$ cat config.mk
export PLATFORM = sky130hd
export DESIGN_NAME = and_or_sched
export DESIGN_NICKNAME = d
export VERILOG_FILES = /design/src/rtl/and_or_sched_pkg.sv /design/src/rtl/and_or_reg.sv /design/src/rtl/and_or_sched.sv
export SDC_FILE = /design/constraint.sdc
export NUM_CORES = 1
export LEC_CHECK = 0
export CAP_MARGIN = 20
export CORE_MARGIN = 10
export CORE_UTILIZATION = 40
export CTS_CLUSTER_SIZE = 20
export DETAILED_ROUTE_END_ITERATION = 12
export PLACE_DENSITY = 0.69
export SYNTH_ARGS = -nofsm -noshare
export SYNTH_HDL_FRONTEND = slang
export SYNTH_SLANG_ARGS = --single-unit
$ cat constraint.sdc
create_clock -name clk -period 3.6 [get_ports clk]
set_input_delay 0.9 -clock clk [delete_from_list [all_inputs] [get_ports clk]]
set_output_delay 0.9 -clock clk [all_outputs]
set_load 0.01 [all_outputs]
$ cat src/rtl/and_or_sched_pkg.sv
// Shared definitions for the two-requester AND-OR scheduler:
// FSM state encodings, requester ids and operand width.
package and_or_sched_pkg;

    typedef enum logic [1:0] {
        IDLE    = 2'd0,
        ISSUE   = 2'd1,
        CAPTURE = 2'd2
    } state_t;

    localparam logic ID0   = 1'b0;
    localparam logic ID1   = 1'b1;
    localparam int   OPS_W = 4;

endpackage

$ cat src/rtl/and_or_reg.sv
// Registered AND-OR datapath: f <= (a & b) | (c & d) on every rising edge.
module and_or_reg (
    input  logic clk,
    input  logic rst,
    input  logic a,
    input  logic b,
    input  logic c,
    input  logic d,
    output logic f
);

    always_ff @(posedge clk) begin
        if (rst) begin
            f <= 1'b0;
        end else begin
            f <= (a & b) | (c & d);
        end
    end

endmodule

$ cat src/rtl/and_or_sched.sv
// Two-requester arbiter with burst-limited fairness feeding one shared AND-OR
// datapath; one operation every three cycles (IDLE -> ISSUE -> CAPTURE).
module and_or_sched
    import and_or_sched_pkg::*;
#(
    parameter int BURST = 1
) (
    input  logic             clk,
    input  logic             rst,
    input  logic             req0,
    input  logic [OPS_W-1:0] ops0,
    input  logic             req1,
    input  logic [OPS_W-1:0] ops1,
    output logic             gnt0,
    output logic             gnt1,
    output logic             res_valid,
    output logic             res_id,
    output logic             res_f,
    output logic             busy
);

    localparam logic [2:0] BURST_L = 3'(BURST);

    state_t           state;
    state_t           state_nx;
    logic [OPS_W-1:0] opr_p0;
    logic             owner;
    logic             last;
    logic [2:0]       run;
    logic             win;
    logic             f_p1;

    // run == 0 means no grant since reset, so the first tie goes to the id
    // opposite last-granted (requester 0).
    function automatic logic pick_winner(input logic r0, input logic r1,
                                         input logic l, input logic [2:0] n);
        logic w;
        if (r0 && r1) begin
            w = ((n != 3'd0) && (n < BURST_L)) ? l : ~l;
        end else if (r1) begin
            w = ID1;
        end else begin
            w = ID0;
        end
        return w;
    endfunction

    function automatic logic [2:0] next_run(input logic w, input logic l,
                                            input logic [2:0] n);
        logic [2:0] r;
        if (w != l) begin
            r = 3'd1;
        end else if (n == 3'd7) begin
            r = 3'd7;
        end else begin
            r = n + 3'd1;
        end
        return r;
    endfunction

    assign win = pick_winner(req0, req1, last, run);

    always_ff @(posedge clk) begin
        if (rst) begin
            state <= IDLE;
        end else begin
            state <= state_nx;
        end
    end

    always_comb begin
        state_nx = state;
        case (state)
            IDLE:    if (req0 || req1) state_nx = ISSUE;
            ISSUE:   state_nx = CAPTURE;
            CAPTURE: state_nx = IDLE;
            default: state_nx = IDLE;
        endcase
    end

    // Arbitration and operand capture happen only on the IDLE -> ISSUE edge.
    always_ff @(posedge clk) begin
        if (rst) begin
            opr_p0 <= '0;
            owner  <= ID0;
            last   <= ID1;
            run    <= 3'd0;
        end else if (state == IDLE && (req0 || req1)) begin
            opr_p0 <= win ? ops1 : ops0;
            owner  <= win;
            last   <= win;
            run    <= next_run(win, last, run);
        end
    end

    // ---- stage p0 -> p1: operands registered through the shared datapath
    and_or_reg u_and_or_reg (
        .clk (clk),
        .rst (rst),
        .a   (opr_p0[3]),
        .b   (opr_p0[2]),
        .c   (opr_p0[1]),
        .d   (opr_p0[0]),
        .f   (f_p1)
    );

    always_comb begin
        gnt0      = 1'b0;
        gnt1      = 1'b0;
        res_valid = 1'b0;
        res_id    = 1'b0;
        res_f     = 1'b0;
        busy      = (state != IDLE);
        case (state)
            ISSUE: begin
                gnt0 = (owner == ID0);
                gnt1 = (owner == ID1);
            end
            CAPTURE: begin
                res_valid = 1'b1;
                res_id    = owner;
                res_f     = f_p1;
            end
            default: ;
        endcase
    end

endmodule

Yosys cells after proc, flatten, opt, wreduce, memory -nomap -nowiden

Cells that the tools add are included.

Word-level logic and storage cells: 38
Flip-flop bits (word level): 12

Mux-type cells: 13
Equality and inequality tests: 5
$lt $le $gt $ge: 1
Reduce and logical (&&, ||, !) cells: 7
Add/sub/neg operators: 1
Bitwise gates (word level): 5

Operators with widths:

| operator            | number |
|---|---|
| $mux 1              | 8 |
| $mux 3              | 2 |
| $mux 4              | 1 |
| $pmux 2 s2          | 1 |
| $add 3x1->3 const B | 1 |
| $eq 3x3->1 const B  | 1 |
| $logic_and 1x1->1   | 3 |
| $lt 3x1->1 const B  | 1 |
| $reduce_bool 3->1   | 1 |
| $and 1x1->1         | 2 |
| $eq 2x1->1 const B  | 1 |
| $eq 2x2->1 const B  | 1 |
| $logic_not 2->1     | 1 |
| $mux 2              | 1 |
| $ne 2x2->1 const B  | 1 |
| $not 1->1           | 2 |
| $reduce_bool 2->1   | 1 |
| $logic_or 1x1->1    | 1 |
| $ne 1x1->1          | 1 |
| $or 1x1->1          | 1 |

Logic depth before layout (Yosys ltp)

Depth after elaboration: 6
Mapped depth: 6
Mapped depth without buffers: 6

Modules after synthesis

Synthesis repeated with hierarchy kept, for this count alone.

Cell total of the unflattened synthesis: 74
Area, all modules: 655.6 um2

Modules (own cells, without submodules):

| module       | times used | cells an instance | area an instance (um2) |
|---|---|---|---|
| and_or_sched | 1          | 71                | 624.3 |
| and_or_reg   | 1          | 3                 | 31.3 |

Worst setup path before layout

Ideal clock, no wire load.

Kind: input port to flip-flop
Start point: input port req1
End point: register run[0]
Stages: 6
Path slack: 1785 ps
Data arrival time: 1741 ps
Required time: 3526 ps
Library setup time: 74 ps
Path buffers: 2
Cell sequence: buf_2 nor2_1 or2_1 buf_2 a21o_1 a31oi_1

Word-level cells in the longest chain between the ends: 4
Elaborated cells on any way between the ends: 7
Those cells by class: 1 x eq/ne; 3 x mux; 3 x reduce/logical

Ends and longest elaborated chain:

| item                                               | line                                   | source |
|---|---|---|
| start: declaration                                 | and_or_sched.sv:12                     | `input logic req1,` |
| $mux 1 / $logic_and 1x1->1 (equally long branches) | and_or_sched.sv:40, and_or_sched.sv:38 |  |
| $mux 1                                             | and_or_sched.sv:38                     | `if (r0 && r1) begin` |
| $ne 1x1->1                                         | and_or_sched.sv:51                     | `if (w != l) begin` |
| $mux 3                                             | and_or_sched.sv:51                     |  |
| end signal: assignment                             | and_or_sched.sv:92                     | `run <= next_run(win, last, run);` |
| end: declaration                                   | and_or_sched.sv:29                     | `logic [2:0] run;` |

Several ways; a longest one is shown, not always the timed one.
A chain may end at the register's enable or synchronous reset.

Final worst setup path

Start point: input port req1
End point: register opr_p0[2]

Word-level cells in the longest chain between the ends: 3
Elaborated cells on any way between the ends: 6
Those cells by class: 3 x mux; 3 x reduce/logical

Ends and longest elaborated chain:

| item                                               | line                                   | source |
|---|---|---|
| $mux 1 / $logic_and 1x1->1 (equally long branches) | and_or_sched.sv:40, and_or_sched.sv:38 |  |
| $mux 1                                             | and_or_sched.sv:38                     |  |
| $mux 4                                             | and_or_sched.sv:89                     | `opr_p0 <= win ? ops1 : ops0;` |
| end signal: assignment                             | and_or_sched.sv:89                     |  |
| end: declaration                                   | and_or_sched.sv:26                     | `logic [OPS_W-1:0] opr_p0;` |

Several ways; a longest one is shown, not always the timed one.

==> flow_metrics.env <==
export IMPL_route_detailed_drc=0
export IMPL_grt_pass1_vias=522
export IMPL_crit_fanout=11
export IMPL_whs_path_depth=2
export IMPL_clockBufferDepth=2
export IMPL_finalClockSkew_ns=0.00256
export IMPL_relSlewSlack_pct=52.1
export IMPL_drive_gt1_share_pct=12.0
export IMPL_final_cell_count_no_fill=108
export IMPL_worstPathArrival_ns=2.60
export IMPL_cts_tree="yes"
export IMPL_core_area_sq_um=1520
export IMPL_fillCellCount=138
export IMPL_grt_usage_pct=8.03
export IMPL_die_width_um=60.3
export IMPL_finalCriticalPeriod_ns=2.43
export IMPL_rr_worst_depth=6
export IMPL_avgSynthCellArea_sq_um=8.54
export IMPL_ys_types=25
export IMPL_viasPerCell=5.20
export IMPL_dp_cells=105
export IMPL_whs_endpoint="owner"
export IMPL_r2r_slack_ns=1.63
export IMPL_hold_class="flop to flop"
export IMPL_multi_input_area_sq_um=370
export IMPL_p_leak_nw=0.327
export IMPL_synthSimpleGateAreaFrac_pct=27.0
export IMPL_min_delay_start="owner"
export IMPL_dr_pass1_iters=4
export IMPL_drv_cap=0
export IMPL_yosysWarnings=0
export IMPL_die_area_sq_um=3630
export IMPL_layout_common_cells="17 x clkdlybuf4s50_1, 12 x nor2_1, 12 x dfxtp_1"
export IMPL_synth_xor_area_share_pct=0
export IMPL_synthMuxAreaShare_pct=3.85
export IMPL_dpl_hpwl_mm=1.09
export IMPL_reg2reg_to="opr_p0[1]"
export IMPL_synth_fa_ha_area_share_pct=3.85
export IMPL_cts_resized=0
export IMPL_start_util_pct=42.6
export IMPL_whs_ns=0.481
export IMPL_routedWlPerCell_um=12.3
export IMPL_syn2layout_area_growth_pct=29.9
export IMPL_postCtsSetupBuffers=0
export IMPL_critPathRequiredTime_ns=3.77
export IMPL_postLayoutCellArea_sq_um=843
export IMPL_yosysSeqAreaShare_pct=37.0
export IMPL_layout_cells_most_common="clkdlybuf4s50_1"
export IMPL_ir_worst_vdd_mv=0.176
export IMPL_postCtsHoldBufs=0
export IMPL_fmax_ghz=0.412
export IMPL_synth_compound_area_share_pct=22.4
export IMPL_regArea_sq_um=240
export IMPL_cts_made_buffers=3
export IMPL_r2r_start="run[0]"
export IMPL_place_area_sq_um=821
export IMPL_synth_area_sq_um=649
export IMPL_outcome="complete, no violations"
export IMPL_finalMaxSlewViolations=0
export IMPL_synth_top_family_by_area="simple AND/OR/NAND/NOR gates"
export IMPL_num_io_pins=18
export IMPL_cp_start_kind="primary input"
export IMPL_cts_root_buf="clkbuf_4"
export IMPL_htreeDepth=1
export IMPL_syn_nets=90
export IMPL_finalCritPeriodShare_pct=67.4
export IMPL_tightest_slew_ns=0.716
export IMPL_fin_tns_setup_ns=0
export IMPL_syn_inst=76
export IMPL_grt_max_degree=13
export IMPL_drt_iter0_markers=8
export IMPL_overflow=0
export IMPL_rows=14
export IMPL_rsz0062_at_grt="false"
export IMPL_grt_pass1_wl_mm=2.22
export IMPL_startpoint="req1"
export IMPL_final_nets=108
export IMPL_ys_ff_latch=12
export IMPL_end_kind="flop"
export IMPL_diodes=0
export IMPL_wl_mm=1.33
export IMPL_fin_util_pct=55.3
export IMPL_insertion_delay_ns=0.26
export IMPL_fp_dieH_um=60.3
export IMPL_postRouteAntennaNets=0
export IMPL_clk_pin_slew_worst_paths_ns=0.07
export IMPL_power_density_nw_per_um2=383
export IMPL_antenna_found_initial=0
export IMPL_finalHoldViolCount=0
export IMPL_num_vias=562
export IMPL_place_congestion=0.777
export IMPL_cts_sinks=12
export IMPL_port_buffers=17
export IMPL_critical_path_class="primary input to flop"
export IMPL_setup_viol=0
Yosys cell counts:
library cell	count	area share, %
dfxtp_1	12	37
nor2_1	12	6.9
nand3_1	6	4.6
a21oi_1	5	3.9
a311oi_2	4	9.2
inv_1	4	2.3
nand2_1	4	2.3
o21ai_1	4	3.1
and2_1	3	2.9
buf_2	3	2.3
a21o_1	2	2.3
ha_1	2	3.9
nor2b_1	2	1.9
or2_1	2	1.9
a22oi_1	1	1.2
a31oi_1	1	0.96
buf_1	1	0.58
clkinv_2	1	0.77
mux2_4	1	2.3
mux2i_1	1	1.5
nand2b_1	1	0.96
nor3_1	1	0.77
nor4_4	1	3.3
o221a_2	1	1.7
or3b_1	1	1.3
kinds of logic (layout without fill, tap and decap cells):
| logic type | count (synthesis) | count (layout) |
|---|---|---|
| mux | 2 | 2 |
| buf+inv | 9 | 25 |
| compound gates | 18 | 18 |
| fa+ha+maj | 2 | 2 |
| flops | 12 | 12 |
| simple gates | 33 | 33 |
how the worst max path moves through the flow:
stage | to | slack (ns) | cells past startpoint
after global routing | owner | 0.96 | 5
final | opr_p0[2] | 1.17 | 5
after global placement | opr_p0[1] | 0.91 | 5
after CTS | opr_p0[3] | 1.17 | 5
after detailed placement | opr_p0[3] | 0.90 | 5
after floorplan | run[0] | 1.78 | 6
sequential cells by signal (all words and copies together), names as in the netlist:
signal          flops
opr_p0              4
state               2
owner               1
run                 3
u_and_or_reg.f      1
last                1
through the flow:
step | power [mW] | setup WS [ns]
after global routing | 0.342 | 0.963
final | 0.323 | 1.17
after detailed placement | 0.249 | 0.896
after floorplan | 0.220 | 1.78
after CTS | 0.326 | 1.17
after global placement | 0.248 | 0.906
layout make-up:
| class | instances | area share, % |
|---|---|---|
| inverter | 5 | 2.37 |
| sequential | 12 | 28.5 |
| clock buffer | 3 | 2.67 |
| tap | 16 | 2.37 |
| timing repair buffer | 17 | 20.2 |
| multi-input combinational | 55 | 43.9 |
layer usage:
| metal | vias up | global-route usage, % | share of wire (%) |
|---|---|---|---|
| met2 | 17 | 11.5 | 45 |
| met4 | 0 | 6.73 | 2.0 |
| li1 | 298 | - | - |
| met1 | 245 | 9.05 | 45 |
| met5 | - | 0 | 0 |
| met3 | 2 | 3.18 | 7.5 |
report_power, final:
| group | switching (mW) | internal (mW) | total [mW] |
|---|---|---|---|
| Clock | 0.0391 | 0.0386 | 0.0777 |
| Sequential | 0.00974 | 0.145 | 0.155 |
| Combinational | 0.0443 | 0.0459 | 0.0903 |
critical path, cell delays in order:
cell and delay (ns):
clkdlybuf4s50_1 0.66, nor2_1 0.11, nor2_1 0.56, nor2_1 0.11, a311oi_2 0.26
Note: power is estimated with default switching activity, not from simulation.
